## src/rtl/security_zone_ctrl.sv

```systemverilog
// Alarm-panel controller: OFF/ARMED/ENTRY/ALARM with entry delay, sticky zone record, event count.
// Optional macro INSTANT_ZONE_EN makes unmasked zone 0 an instant (no entry delay) zone.
module security_zone_ctrl #(
   parameter int unsigned NUM_ZONES   = 4,
   parameter int unsigned ENTRY_DELAY = 8
) (
   input  logic                 clk,
   input  logic                 rst_n,
   input  logic                 arm,
   input  logic                 disarm,
   input  logic [NUM_ZONES-1:0] zone_trip,
   input  logic [NUM_ZONES-1:0] zone_mask,
   output logic [1:0]           state,
   output logic                 alarm,
   output logic [NUM_ZONES-1:0] tripped,
   output logic [7:0]           delay_cnt,
   output logic [7:0]           event_cnt
);

   typedef enum logic [1:0] {
      StOff   = 2'd0,
      StArmed = 2'd1,
      StEntry = 2'd2,
      StAlarm = 2'd3
   } state_e;

   localparam logic [7:0] LpDelay = 8'(ENTRY_DELAY);

   state_e               r_state,   w_state_nxt;
   logic [7:0]           r_delay,   w_delay_nxt;
   logic [7:0]           r_event,   w_event_nxt;
   logic [NUM_ZONES-1:0] r_tripped, w_tripped_nxt;
   logic [NUM_ZONES-1:0] w_hit_vec;
   logic                 w_hit;
   logic                 w_instant;

   assign w_hit_vec = zone_trip & ~zone_mask;
   assign w_hit     = |w_hit_vec;

`ifdef INSTANT_ZONE_EN
   assign w_instant = w_hit_vec[0];
`else
   assign w_instant = 1'b0;
`endif

   always_comb begin
      w_state_nxt   = r_state;
      w_delay_nxt   = 8'd0;
      w_tripped_nxt = r_tripped;
      w_event_nxt   = r_event;
      if (disarm) begin
         w_state_nxt = StOff;
      end else begin
         if (r_state != StOff) begin
            w_tripped_nxt = r_tripped | w_hit_vec;
         end
         unique case (r_state)
            StOff: begin
               if (arm) begin
                  w_state_nxt   = StArmed;
                  w_tripped_nxt = '0;
               end
            end
            StArmed: begin
               if (w_instant) begin
                  w_state_nxt = StAlarm;
               end else if (w_hit) begin
                  w_state_nxt = StEntry;
                  w_delay_nxt = LpDelay;
               end
            end
            StEntry: begin
               // Countdown reaching 1 means this is the last ENTRY cycle.
               if (w_instant || (r_delay == 8'd1)) begin
                  w_state_nxt = StAlarm;
               end else begin
                  w_delay_nxt = r_delay - 8'd1;
               end
            end
            StAlarm: ;
            default: ;
         endcase
         if ((r_state == StArmed) && (w_state_nxt != StArmed) && (r_event != 8'hFF)) begin
            w_event_nxt = r_event + 8'd1;
         end
      end
   end

   always_ff @(posedge clk or negedge rst_n) begin
      if (!rst_n) begin
         r_state   <= StOff;
         r_delay   <= 8'd0;
         r_tripped <= '0;
         r_event   <= 8'd0;
      end else begin
         r_state   <= w_state_nxt;
         r_delay   <= w_delay_nxt;
         r_tripped <= w_tripped_nxt;
         r_event   <= w_event_nxt;
      end
   end

   assign state     = r_state;
   assign alarm     = (r_state == StAlarm);
   assign tripped   = r_tripped;
   assign delay_cnt = r_delay;
   assign event_cnt = r_event;

endmodule

```

## config.mk

```make
export PLATFORM = sky130hd
export DESIGN_NAME = security_zone_ctrl
export DESIGN_NICKNAME = d
export VERILOG_FILES = /design/src/rtl/security_zone_ctrl.sv
export SDC_FILE = /design/constraint.sdc
export NUM_CORES = 1
export LEC_CHECK = 0
export BUFFER_PORTS_ARGS = -buffer_cell sky130_fd_sc_hd__buf_2
export CAP_MARGIN = 20
export CORE_UTILIZATION = 50
export CTS_CLUSTER_DIAMETER = 60
export DETAILED_ROUTE_END_ITERATION = 7
export GPL_TIMING_DRIVEN = 0
export PLACE_DENSITY = 0.86
export SLEW_MARGIN = 10
export SYNTH_ARGS = -nofsm -noshare
export SYNTH_HDL_FRONTEND = slang
export SYNTH_SLANG_ARGS = --single-unit
```

## constraint.sdc

```tcl
create_clock -name clk -period 2.4 [get_ports clk]
set_input_delay 0.24 -clock clk [delete_from_list [all_inputs] [get_ports clk]]
set_output_delay 0.24 -clock clk [all_outputs]
set_load 0.01 [all_outputs]
```

Word level (Yosys, flattened, before mapping)
Index checks and enable logic that the tools add are counted.
Widths: inputs -> output; s select.
- bits in registers: 22
- output and inout bits: 23
- word-level logic and storage cells: 35
- add/sub/neg operators: 2
- equal/unequal tests: 6
- mux-type cells: 13
- bitwise operators: 4
- reductions and logical operators: 6
- operator list (cell ; count):
    $mux 4 ; 4
    $mux 8 ; 2
    $pmux 8 s2 ; 1
    $mux 2 ; 5
    $add 8x1->8 const B ; 1
    $eq 8x1->1 const B ; 1
    $ne 8x8->1 const B ; 1
    $sub 8x1->8 const B ; 1
    $pmux 2 s3 ; 1
    $and 4x4->4 ; 1
    $eq 2x2->1 const B ; 2
    $not 4->4 ; 1
    $or 4x4->4 ; 1
    $reduce_or 4->1 ; 1
    $eq 2x1->1 const B ; 1
    $logic_and 1x1->1 ; 2
    $logic_not 2->1 ; 1
    $ne 2x1->1 const B ; 1
    $reduce_and 2->1 ; 1
    $reduce_bool 2->1 ; 1
    $not 1->1 ; 1

Longest topological paths before layout
- word-level depth: 10
- gate-level depth with buffers: 8
- depth with buffers taken out: 8

Least setup slack after synthesis
No wires, ideal clock.
- path kind: register to register
- from: reg r_event[0], in the netlist event_cnt[0]
- to: reg r_event[1], in the netlist event_cnt[1]
- setup time: 0.128 ns
- arrival time: 1.817 ns
- slack: 0.456 ns
- stages on the path, launching flop included: 7
- period minus slack after synthesis: 1.944 ns
- path through: dfrtp_1 ha_1 and3_1 a311oi_4 o21ai_2 o2bb2ai_4 mux2_1
- word-level cells in the longest chain between the ends: 3
- elaborated cells on any way between the ends: 4
- those cells by class: 1 x add/sub; 1 x eq/ne; 2 x reduce/logical
- RTL lines (item ; line ; RTL):
    start, declared ; 31 ; logic [7:0] r_event, w_event_nxt;
    start signal, assigned ; 99 ; r_event <= w_event_nxt;
    parallel branches: the longest is 3 deep, another holds $add 8x1->8 ; - ;
Several ways; the timed one is not identified.
A chain may end at the register's enable or synchronous reset.

Final worst setup path
- from: reg r_state[0], in the netlist state[0]
- to: reg r_event[1], in the netlist event_cnt[1]
- word-level cells in the longest chain between the ends: 7
- elaborated cells on any way between the ends: 12
- those cells by class: 3 x eq/ne; 5 x mux; 4 x reduce/logical
- RTL lines (item ; line ; RTL):
    start, declared ; 29 ; state_e r_state, w_state_nxt;
    start signal, assigned ; 91 ; r_state <= StOff;
    start signal, assigned ; 96 ; r_state <= w_state_nxt;
    $eq 2x2->1 (tied with other cells) ; 57 ; unique case (r_state)
    $pmux 2 s3 ; 57 ;
    $mux 2 ; 51 ; if (disarm) begin
    $ne 2x1->1 ; 83 ; if ((r_state == StArmed) && (w_state_nxt != StArmed) && (r_event != 8'hFF)) begin
    $logic_and 1x1->1 (*) (2 in series) ; 83 ;
    $reduce_and 2->1 (no line) (*) ; - ;
Every way passes the cells marked *; elsewhere a longest branch is shown, timed or not. The select of a mux whose other input is x is not followed.

==> results.cfg <==
[global_route]
gr-total-overflow = 0
antenna_found_initial = 0
grt_start_max_net_pins = 23
grt_pass1_wl_um = 4370
grt_pass1_vias = 1036
grt_usage_pct = 22.5

[worst_setup_path]
worst_setup_path_start_kind = flip-flop
worstPathCellList = inv_1 -> ha_1 -> nor2b_1 -> o21ai_0 -> a22oi_1 -> o2bb2ai_4 -> mux2_1
cp-end-kind = flip-flop
critPathMaxStageDelay_ns = 0.47
critical-path-top-delay-family = compound AO/OA/AOI/OAI gates
cp.arrival_ns = 2.35
required_ns = 2.59
path_class = flip-flop to flip-flop
cp_max_fo = 8
critPathBufInv = 1
cp_slowest_cell = dfrtp_1

[die]
die_h_um = 51.2
dieWidth_um = 51.2
core_um2 = 2250
die-area_um2 = 2620
start_util_pct = 53.6
io_pins = 35
num_rows = 17

[clock_network]
clock_latency_ns = 0.30
clk_path_buf_depth = 2
cts.sinks = 22
clkTransAtPathRegs_ns = 0.12
clockRootBuffer = clkbuf_4
postCtsSetupRepairBufs = 0
cts_resized = 0
cts_tree = built
cts_buffers = 3
htree_levels = 1

[final_layout]
layout-drive-gt1-share_pct = 26.1
area_growth_pct = 19.3
design_area_um2 = 1440
post-route-util_pct = 63.9
n_fill_cell = 192
fin_cells = 185
diodes = 0
final_nets = 179

[timing]
whs_ns = 0.317
post-route-min-period_ns = 2.16
rsz0062_at_grt = false
setup_slack_ns = 0.240
period_share_pct = 90.0
fmax_mhz = 463
clock_skew_ns = 0.0111
maxSlewHeadroom_pct = 66.6
setup_violations = 0
worst_slew_pin_slew_ns = 0.501
final_max_slew_viol_count = 0
tns_ns = 0
hold_viol_final = 0

[detailed_routing]
drc = 0
dr.first_iter.drc_count = 12
wl_um = 2390
dr.pass1.iters = 4
vias_per_cell = 5.23
wl_per_cell_um = 12.9
antenna_left = 0
vias = 968

[pwr]
power.density_nw_per_um2 = 730
peakVddDrop_v = 0.000524
p_leak_nw = 0.760
power.total_mw = 1.05

[worst_hold_path]
min-delay-path-class = primary input to flip-flop

[synthesis]
synthFlopType = dfrtp_1
yosys_warnings = 0
synth_cell_types = 28
synth_edf_count = 0
synth_area_um2 = 1210
synth.avg_cell_area_um2 = 10.1
synth_seq_area_share_pct = 45.5
ys_ff_latch = 22
ys_async_sr_fraction_pct = 100
syn-num-nets = 140
netlist_instances = 120

[placement]
io_buffer_count = 33
place_area_um2 = 1410
hpwl_um = 1840
place_inst = 181
gp_congestion = 0.779
dp_slack_ns = 0.289

[outcome]
outcome = finished, final reports clean

[job]
cap_viol_max_count = 0
==> synthesized netlist by cell type (2+ instances only) <==
master    instances  share of area, %
nor2_1           20               6.2
nand2b_1          7               3.6
and3_1            3               1.6
nor2b_1           3               1.6
nand3b_1          2               1.2
xnor2_1           8               5.8
dfrtp_1          22                46
nand4_1           3               1.6
ha_1              8               8.3
xor2_1            5               3.6
nand2_1          11               3.4
o21ai_0           6               2.5
inv_1             6               1.9
nand3_1           2              0.83
==> layout by cell type (no fill, tap or decap) <==
master and instances:
a22oi_1 1, a311oi_4 1, a32o_1 1, and3_1 3
and4_1 1, buf_2 33, clkbuf_1 1, clkbuf_4 3
dfrtp_1 22, dlygate4sd3_1 1, ha_1 8, inv_1 6
mux2_1 1, nand2_1 11, nand2b_1 7, nand3_1 2
nand3b_1 2, nand4_1 3, nor2_1 20, nor2b_1 3
nor3_1 1, nor4_2 1, o21ai_0 6, o21ai_1 1
o21ai_2 1, o21ba_2 1, o21bai_1 1, o22ai_1 1
o2bb2ai_4 1, xnor2_1 8, xor2_1 5
==> worst paths after layout <==
path	startpoint	endpoint	slack [ns]	cells past startpoint
worst max-delay path	state[0]	event_cnt[1]	0.24	7
worst min-delay path	disarm	state[1]	0.32	2
worst max register to register	state[0]	event_cnt[1]	0.24	7
worst min register to register	event_cnt[6]	event_cnt[6]	0.51	1
max in group asynchronous	rst_n	event_cnt[5]	1.63	2
min in group asynchronous	rst_n	delay_cnt[5]	0.41	2
==> flip-flops by register name, summed over array words and instances (netlist names) <==
name	count
delay_cnt	8
event_cnt	8
tripped	4
state	2
==> cell type report <==
class | instances | area [um2] | share of cell area, %
Multi-Input combinational cell | 91 | 632 | 43.8
Sequential cell | 22 | 551 | 38.2
Timing Repair Buffer | 34 | 175 | 12.2
Tap cell | 28 | 35.0 | 2.43
Clock buffer | 3 | 22.5 | 1.56
Inverter | 6 | 22.5 | 1.56
Buffer | 1 | 3.75 | 0.260
==> what timing repair did <==
item,4_1_cts,5_1_grt
endpoints found under the hold margin,22,0
hold buffers,1,0
setup endpoints to repair,0,0
==> metal layers <==
layer / part of all wire, % / up-vias / GRT usage, %
li1: - / 476 / -
met1: 43 / 462 / 25.1
met5: 0 / - / 0
met3: 4.2 / 2 / 5.36
met2: 52 / 28 / 41.9
met4: 1.1 / 0 / 6.48
==> power breakdown <==
part           internal (mW)  total, mW  switching [mW]  leakage, nW
registers              0.447      0.525          0.0777        0.292
logic                  0.169      0.365           0.196        0.455
clock network         0.0585      0.162           0.104       0.0138
total                  0.675       1.05           0.378        0.760
==> kinds of logic (layout without fill, tap and decap cells) <==
| group | Yosys count | in the layout | share of synthesized area, % |
|---|---|---|---|
| simple gates | 54 | 54 | 22.2 |
| flops | 22 | 22 | 45.5 |
| compound gates | 15 | 15 | 11.5 |
| xor+xnor | 13 | 13 | 9.42 |
| fa+ha+maj | 8 | 8 | 8.28 |
| buf+inv | 7 | 44 | 2.17 |
| mux | 1 | 1 | 0.932 |
No activity file was read; power rests on OpenSTA's default activity.
